## src/rtl/gbm_path_sequencer.sv

```systemverilog
// gbm_path_sequencer
//   Upstream sequencer for the GBM step pipeline. Issues one GBM step per
//   accepted normal sample in step-major order (all paths of step 1, then
//   all paths of step 2, ...). Each path's latest price is held in a state
//   RAM and fed back as S_0 of the next step. Every returned result is
//   streamed out as a (path, step, price) triple.
//
//   Optional build macro: GBM_SEQ_ANTITHETIC_EN
//     Paths are paired (2k, 2k+1). The odd path takes no sample and is
//     issued one cycle after its even partner with the saturated negation
//     of the partner's z. N_PATHS must be even.
//
// Ports
//   clk, rst_n      clock, asynchronous active-low reset
//   start, s_init   run start pulse and initial spot price (latched on start)
//   z_valid/z_ready/z_data           normal-sample stream
//   gbm_valid_in/gbm_z/gbm_s0        issue to the GBM pipeline
//   gbm_valid_out/gbm_s_t            in-order results from the GBM pipeline
//   out_valid/out_path/out_step/out_price   result stream, no backpressure
//   busy, done, err  run in progress, end-of-run pulse, sticky protocol error
module gbm_path_sequencer #(
  parameter int WIDTH        = 32,
  parameter int QFRAC        = 16,
  parameter int N_PATHS      = 64,
  parameter int N_STEPS      = 16,
  parameter int MAX_INFLIGHT = 32,
  localparam int PW = (N_PATHS > 1) ? $clog2(N_PATHS) : 1,
  localparam int SW = $clog2(N_STEPS + 1)
) (
  input  logic             clk,
  input  logic             rst_n,
  input  logic             start,
  input  logic [WIDTH-1:0] s_init,
  input  logic             z_valid,
  output logic             z_ready,
  input  logic [WIDTH-1:0] z_data,
  output logic             gbm_valid_in,
  output logic [WIDTH-1:0] gbm_z,
  output logic [WIDTH-1:0] gbm_s0,
  input  logic             gbm_valid_out,
  input  logic [WIDTH-1:0] gbm_s_t,
  output logic             out_valid,
  output logic [PW-1:0]    out_path,
  output logic [SW-1:0]    out_step,
  output logic [WIDTH-1:0] out_price,
  output logic             busy,
  output logic             done,
  output logic             err
);

  localparam int FW = (MAX_INFLIGHT > 1) ? $clog2(MAX_INFLIGHT) : 1;
  localparam int CW = $clog2(MAX_INFLIGHT + 1);

  if (QFRAC < 0 || QFRAC >= WIDTH) begin : g_bad_qfrac
    $error("gbm_path_sequencer: QFRAC must lie in [0, WIDTH)");
  end

  typedef enum logic [1:0] {S_IDLE, S_ISSUE, S_DRAIN, S_DONE} state_t;

  state_t           state, state_nxt;
  logic [PW-1:0]    path, path_nxt;
  logic [SW-1:0]    step;
  logic [WIDTH-1:0] s_init_q;
  logic [WIDTH-1:0] ram [N_PATHS];
  logic [WIDTH-1:0] ram_q;
  logic [PW-1:0]    tag_mem [MAX_INFLIGHT];
  logic [FW-1:0]    wr_ptr, rd_ptr;
  logic [CW-1:0]    count;
  logic             fifo_full, fifo_empty;
  logic             take, issue, pop, last_path;
  logic [WIDTH-1:0] issue_z;

  assign fifo_full  = (count == CW'(MAX_INFLIGHT));
  assign fifo_empty = (count == '0);
  assign take       = z_valid && z_ready;
  assign pop        = gbm_valid_out && !fifo_empty;
  assign last_path  = (path == PW'(N_PATHS - 1));
  assign busy       = (state != S_IDLE);
  assign done       = (state == S_DONE);

`ifdef GBM_SEQ_ANTITHETIC_EN
  if (N_PATHS % 2 != 0) begin : g_bad_pairs
    $error("gbm_path_sequencer: antithetic pairing needs an even N_PATHS");
  end

  logic             anti_pend;
  logic [WIDTH-1:0] z_neg, z_neg_d;

  // Negation saturates so the most negative code maps to the most positive.
  assign z_neg_d = (z_data == {1'b1, {(WIDTH-1){1'b0}}}) ? {1'b0, {(WIDTH-1){1'b1}}}
                                                          : -z_data;
  assign z_ready = (state == S_ISSUE) && !fifo_full && !anti_pend;
  assign issue   = take || (anti_pend && !fifo_full);
  assign issue_z = anti_pend ? z_neg : z_data;

  always_ff @(posedge clk or negedge rst_n) begin
    if (!rst_n) begin
      anti_pend <= 1'b0;
      z_neg     <= '0;
    end else if (take) begin
      anti_pend <= 1'b1;
      z_neg     <= z_neg_d;
    end else if (anti_pend && !fifo_full) begin
      anti_pend <= 1'b0;
    end
  end
`else
  assign z_ready = (state == S_ISSUE) && !fifo_full;
  assign issue   = take;
  assign issue_z = z_data;
`endif

  always_comb begin
    state_nxt = state;
    path_nxt  = path;
    unique case (state)
      S_IDLE: begin
        if (start) begin
          state_nxt = S_ISSUE;
          path_nxt  = '0;
        end
      end
      S_ISSUE: begin
        if (issue) begin
          path_nxt = last_path ? '0 : path + PW'(1);
          if (last_path) state_nxt = S_DRAIN;
        end
      end
      S_DRAIN: begin
        if (fifo_empty) state_nxt = (step == SW'(N_STEPS)) ? S_DONE : S_ISSUE;
      end
      S_DONE:  state_nxt = S_IDLE;
      default: state_nxt = S_IDLE;
    endcase
  end

  always_ff @(posedge clk or negedge rst_n) begin
    if (!rst_n) begin
      state        <= S_IDLE;
      path         <= '0;
      step         <= '0;
      s_init_q     <= '0;
      wr_ptr       <= '0;
      rd_ptr       <= '0;
      count        <= '0;
      gbm_valid_in <= 1'b0;
      gbm_z        <= '0;
      gbm_s0       <= '0;
      out_valid    <= 1'b0;
      out_path     <= '0;
      out_step     <= '0;
      out_price    <= '0;
      err          <= 1'b0;
    end else begin
      state <= state_nxt;
      path  <= path_nxt;

      if (state == S_IDLE && start) begin
        s_init_q <= s_init;
        step     <= SW'(1);
      end else if (state == S_DRAIN && fifo_empty && step != SW'(N_STEPS)) begin
        step <= step + SW'(1);
      end

      gbm_valid_in <= issue;
      if (issue) begin
        gbm_z  <= issue_z;
        gbm_s0 <= (step == SW'(1)) ? s_init_q : ram_q;
        wr_ptr <= (wr_ptr == FW'(MAX_INFLIGHT - 1)) ? '0 : wr_ptr + FW'(1);
      end
      if (pop) rd_ptr <= (rd_ptr == FW'(MAX_INFLIGHT - 1)) ? '0 : rd_ptr + FW'(1);

      unique case ({issue, pop})
        2'b10:   count <= count + CW'(1);
        2'b01:   count <= count - CW'(1);
        default: ;
      endcase

      out_valid <= pop;
      if (pop) begin
        out_path  <= tag_mem[rd_ptr];
        out_step  <= step;
        out_price <= gbm_s_t;
      end

      if (gbm_valid_out && fifo_empty) err <= 1'b1;
    end
  end

  // RAM read is addressed by the next path so ram_q always holds RAM[path];
  // the sweep never writes a path it has not yet issued, so no bypass needed.
  always_ff @(posedge clk) begin
    if (pop)   ram[tag_mem[rd_ptr]] <= gbm_s_t;
    if (issue) tag_mem[wr_ptr]      <= path;
    ram_q <= ram[path_nxt];
  end

endmodule

```

## config.mk

```make
export PLATFORM = sky130hd
export DESIGN_NAME = gbm_path_sequencer
export DESIGN_NICKNAME = d
export VERILOG_FILES = /design/src/rtl/gbm_path_sequencer.sv
export SDC_FILE = /design/constraint.sdc
export NUM_CORES = 2
export LEC_CHECK = 0
export CORE_ASPECT_RATIO = 1.75
export CORE_MARGIN = 2
export CORE_UTILIZATION = 60
export CTS_BUF_LIST = sky130_fd_sc_hd__clkbuf_8
export DETAILED_ROUTE_END_ITERATION = 10
export HOLD_SLACK_MARGIN = 0.05
export PLACE_DENSITY = 0.77
export SYNTH_ARGS = -nofsm -noshare
export SYNTH_HDL_FRONTEND = slang
export SYNTH_SLANG_ARGS = --single-unit
```

## constraint.sdc

```tcl
create_clock -name clk -period 5.3 [get_ports clk]
set_input_delay 0.53 -clock clk [delete_from_list [all_inputs] [get_ports clk]]
set_output_delay 0.53 -clock clk [all_outputs]
set_load 0.005 [all_outputs]
```

# Word level (Yosys, flattened, before mapping)
# Memories as Yosys holds them, arrays and structs flattened. A register that Yosys moved wholly into a read port is not among the register bits.
# Index checks and enable logic that the tools add are counted.
[classes] addsub=6 n_eq_ne=16 n_mux=20 n_reduce_logical=15
[op_table] operator="2-to-1 mux 32 bit" count=1
[op_table] operator="case mux 6 bit (2 select lines)" count=2
[op_table] operator="2-to-1 mux 5 bit" count=4
[op_table] operator="2-to-1 mux 6 bit" count=3
[op_table] operator="adder 5 x 1 -> 5 bit (second input constant)" count=3
[op_table] operator="equality test 5 bit (second input constant)" count=3
[op_table] operator="adder 6 x 1 -> 6 bit (second input constant)" count=2
[op_table] operator="equality test 6 bit (second input constant)" count=2
[op_table] operator="2-to-1 mux 2 bit" count=5
[op_table] operator="!= test 2 bit (second input constant)" count=4
[op_table] operator="case mux 2 bit (4 select lines)" count=1
[op_table] operator="logical AND 1 bit" count=7
[op_table] operator="equality test 2 bit (second input constant)" count=3
[op_table] operator="logical NOT 6 bit" count=1
[op_table] operator="nonzero test 2 bit" count=3
[op_table] operator="subtractor 6 x 1 -> 6 bit (second input constant)" count=1
[op_table] operator="equality test 5 x 1 -> 1 bit (second input constant)" count=1
[op_table] operator="!= test 5 bit (second input constant)" count=1
[op_table] operator="equality test 2 x 1 -> 1 bit (second input constant)" count=2
[op_table] operator="2-to-1 mux 1 bit" count=4
[op_table] operator="AND reduction 4 bit" count=1
[op_table] operator="logical NOT 1 bit" count=2
[op_table] operator="logical NOT 2 bit" count=1
[totals] reg_bits=171 ram_bits=2240 inputBits=101 output_inout_bits=113 elab_cells=74 n_memories=2
[memory_table] memory="ram" depth=64 word_bits=32 rd=1 rd_clocked_by_memory_dff=1 write_ports=1 line="64" rtl="logic [WIDTH-1:0] ram [N_PATHS];"
[memory_table] memory="tag_mem" depth=32 word_bits=6 rd=1 rd_clocked_by_memory_dff=0 write_ports=1 line="66" rtl="logic [PW-1:0] tag_mem [MAX_INFLIGHT];"

# Depth between registers and ports, before layout
[logic_depth] word_depth=6 ltp_mapped=16 mapped_depth_nobuf=13

# Least setup slack after synthesis
# OpenSTA, ideal clock, no wires.
[synth_path] path_type="register to register" start="register rd_ptr[0]" end="memory ram[10][0] (enable)" setup_ps=421 t_arrival_ps=4353 required_time_ps=4879 slack_ps=526 path_stages_with_launch=10 n_path_buf=3 period_less_slack_ps=4774 cell_sequence="dfrtp_1 > clkbuf_1 > buf_2 > buf_1 > mux4_2 > mux4_2 > mux2i_1 > and2_1 > nand2_1 > nor2_1"
[synth_between] elab_chain_len=1
[synth_lines] element="start: declaration" line="67" rtl="logic [FW-1:0] wr_ptr, rd_ptr;"
[synth_lines] element="start signal: assignment" line="171" rtl="if (pop) rd_ptr <= (rd_ptr == FW'(MAX_INFLIGHT - 1)) ? '0 : rd_ptr + FW'(1);"
[synth_lines] element="memory read (32 x 6 bit)"
[synth_lines] element="end: declaration" line="64"
# Every way passes these cells.

# Final worst setup path
[layout_path] start="register count[0]" end="register ram_q[11] (read register of ram)"
[layout_between] elab_chain_len=6
[layout_lines] element="start: declaration" line="68" rtl="logic [CW-1:0] count;"
[layout_lines] element="start signal: assignment" line="174" rtl="2'b10: count <= count + CW'(1);"
[layout_lines] element="start signal: assignment" line="175" rtl="2'b01: count <= count - CW'(1);"
[layout_lines] element="equality test 6 bit" line="73" rtl="assign fifo_full = (count == CW'(MAX_INFLIGHT));"
[layout_lines] element="logical NOT 1 bit" line="108" rtl="assign z_ready = (state == S_ISSUE) && !fifo_full;"
[layout_lines] element="logical AND 1 bit" line="108"
[layout_lines] element="logical AND 1 bit" line="75" rtl="assign take = z_valid && z_ready;"
[layout_lines] element="2-to-1 mux 6 bit" line="124" rtl="if (issue) begin"
[layout_lines] element="case mux 6 bit (2 select lines)" line="116" rtl="unique case (state)"
[layout_lines] element="end: declaration" line="65" rtl="logic [WIDTH-1:0] ram_q;"
# Every way passes these cells.
# A chain may end at the register's enable or synchronous reset.

==> impl_results.md <==
* CP delay by family, top: simple AND/OR/NAND/NOR gates
* Asr flop ratio synth at ~7%
* Count leader, synth: edfxtp_1
* H-tree depth at 5
* Num CTS Buffers at approximately 330
* Share of cells above drive strength 1 at ~11%
* Fin crit share at approximately 91%
* Largest net degree at the start of global routing at between 100 and 150
* RSZ-0062 raised after global routing: false
* Crit Path Max Fanout at 26
* Mapped Cells at 6984
* Worst slew pin tran at around 1300 ps
* Die Ht at between 500 and 600 um
* Worst stage delay on the critical path at 720 ps
* GPL Wtd Cong at between 0.9 and 1
* Synth cell types at roughly 60
* Mapped Avg Cell Area at between 10 and 15 sq um
* Cts repair resizes at 0
* Yosys warnings at 0
* CP Capture Type: flip-flop
* Synth area leaders: edfxtp_1, nand2_1, dfrtp_1
* First-pass iteration count of the detailed router at 9
* Clk pin slew, worst setup/hold paths at 70 ps
* Top cells by count, synth: edfxtp_1, nand2_1, nand3_1
* Seq/Total Area, Yosys at between 70% and 80%
* Critical path buffer and inverter count at 1
* Share of the synthesized area in the top cell type at between 70% and 80%
* Mapped Area at between 0.09 and 0.1 sq mm
* Vias in the first global route at around 60000
* Skew-Pair Late Insertion Delay at approximately 930 ps
* Worst path most repeated cell: a21oi_1
* Root Buffer: clkbuf_8
* Via-per-instance ratio at 6.41
* Maximum VDD drop at around 0.35 mV
* Crit path cell chain: or4_1 > o211ai_1 > a21oi_1 > mux2_2 > inv_2 > nand2_2 > a21oi_1 > nor2_1 > a211o_1 > a31o_1
* Routed WL at roughly 260000 um
* Core Box Area at around 0.16 sq mm
* Total GRT Usage at around a third
* Fmax at ~210 MHz
* WP data arrival at about 5600 ps
* Post-CTS setup buffer count at 0
* HPWL after DPL at roughly 160000 um
* Pins Over Slew Limit at 0
* Final hold vios at 0
* Placement Setup Slack at 631 ps
* Cell Rows at approximately 190
* Final setup viols at 0
* Area delta synth->final at 12.2%
* Critical path type: flip-flop to flip-flop
* Buffers on Ports at around 210
* Die W at between 300 and 400 um
* Nets at about 7400
* Initial Util at just over 60%
* Slack of the critical path at ~480 ps
* Post-route ant nets at 0
* Post-detailed-route wirelength per cell at 27.2 um
* Synth Register Bits at ~2400
* Syn nets at about 7100
* Die footprint at about 0.16 sq mm
* Post-synth EDFFs at ~2200
* CTS tree: done
* Clk sinks at between 2000 and 2500
* Final clock skew at 58.4 ps
* Dominant cell type by area after synthesis: edfxtp_1
* Pwr dens at around 500 mW/mm^2
* Max_cap viols at 0
* Leak Pwr at between 0.03 and 0.04 uW
* Hold crit path type: primary input to flip-flop
* Synth Flop Type: edfxtp_1
* Startpoint Class: flip-flop
* Antenna violations before repair at 22
* Status: finished, final reports clean
* Max Root-Sink Buffers at 4
* Slew HR at between 10% and 20%
* Min Tclk post-route at 4820 ps
* Sum Neg Setup Slack at 0 ps
* CP max-delay cell: nand2_2
* Critical Path RT at 6110 ps
* Ports at 214
* Routed vias at 61700
* First-pass GRT wire length at 382000 um
* Grt ovf at 0
* DRC at 0
* Initial drt markers at just over 8000
==> flip-flops by register name, indices dropped and copies added, names as in the netlist <==
| register | flops |
|---|---|
| wr_ptr | 5 |
| out_path | 6 |
| rd_ptr | 5 |
| ram_q | 32 |
| step | 5 |
| count | 6 |
| out_price | 32 |
| out_step | 5 |
| path | 6 |
| gbm_s0 | 32 |
| out_valid | 1 |
| gbm_valid_in | 1 |
| state | 2 |
| err | 1 |
| tag_mem | 192 |
| s_init_q | 32 |
| gbm_z | 32 |
| ram | 2048 |
==> kinds of logic after synthesis <==
kind of cell / count (synthesis) / synth area share [%]
simple gates: 3130 / 13.8
flops: 2443 / 75.6
compound gates: 696 / 5.05
buf+inv: 464 / 2.08
mux: 224 / 3.21
fa+ha+maj: 17 / 0.231
xor+xnor: 10 / 0.0917
==> routing by layer <==
metal | share of wire, % | GRT usage (%)
met2 | 50 | 54.2
met3 | 11 | 6.10
met4 | 6.5 | 19.4
met1 | 32 | 37.1
met5 | 0.027 | 0
==> stage by stage <==
stage / hold slack [ps] / instance area (sq um) / utilization [%] / instances / total power (uW)
final: 151 / 107000 / 67.8 / 9624 / 54500
after global routing: 128 / 107000 / 67.8 / 9620 / 56600
after CTS: 96.9 / 107000 / 67.8 / 9609 / 54300
after detailed placement: 450 / 101000 / 63.9 / 9023 / 41000
after global placement: 448 / 101000 / 63.9 / 9023 / 40400
after floorplan: 234 / 95500 / - / 6984 / 34200
==> where the power goes <==
part | leakage [uW] | internal, uW | switching, uW
clock network | 0.00353 | 6780 | 6810
logic | 0.0113 | 5540 | 11500
registers | 0.0226 | 22900 | 996
total | 0.0375 | 35200 | 19300
==> area by class of cell <==
class                           count  area [sq um]
Sequential cell                  2443         72200
Multi-Input combinational cell   4077         21900
Clock buffer                      352          4840
Inverter                           18          90.1
Tap cell                         2047          2560
Clock inverter                    233          1330
Timing Repair Buffer              439          4260
Antenna cell                       15          37.5
Fill cell                       10200         51000
==> path summary, 6_finish.rpt <==
kind                              end  slack (ps)       from  cells after the start
min in group asynchronous  gbm_s0[23]         190      rst_n                      2
hold / removal               gbm_z[2]         150  z_data[2]                      3
hold reg to reg                   err         460        err                      1
max in group asynchronous   rd_ptr[0]        4040      rst_n                      3
setup / recovery            ram_q[11]         480   count[0]                     10
setup reg to reg            ram_q[11]         480   count[0]                     10
==> layout by cell type, fill, tap and decap left out, drive strengths merged, types with 92 or more instances in the layout <==
cell              n
clkinv          109
dfrtp           171
edfxtp         2240
clkbuf          353
nor2            118
a31oi           209
inv             122
buf             257
nand3           668
clkdlybuf4s50   180
nand2          2123
mux2i           125
a311oi           92
and3            156
==> worst min-delay path, stage by stage <==
cell and delay [ps]:
clkdlybuf4s50_1 400, nand2_1 60, nand2_1 40
==> what timing repair did <==
| item | CTS | global route |
|---|---|---|
| hold buffers | 1 | 0 |
| setup endpoints to repair | 0 | 0 |
| endpoints found under the hold margin | 65 | 0 |
No activity file was read; power rests on OpenSTA's default activity.
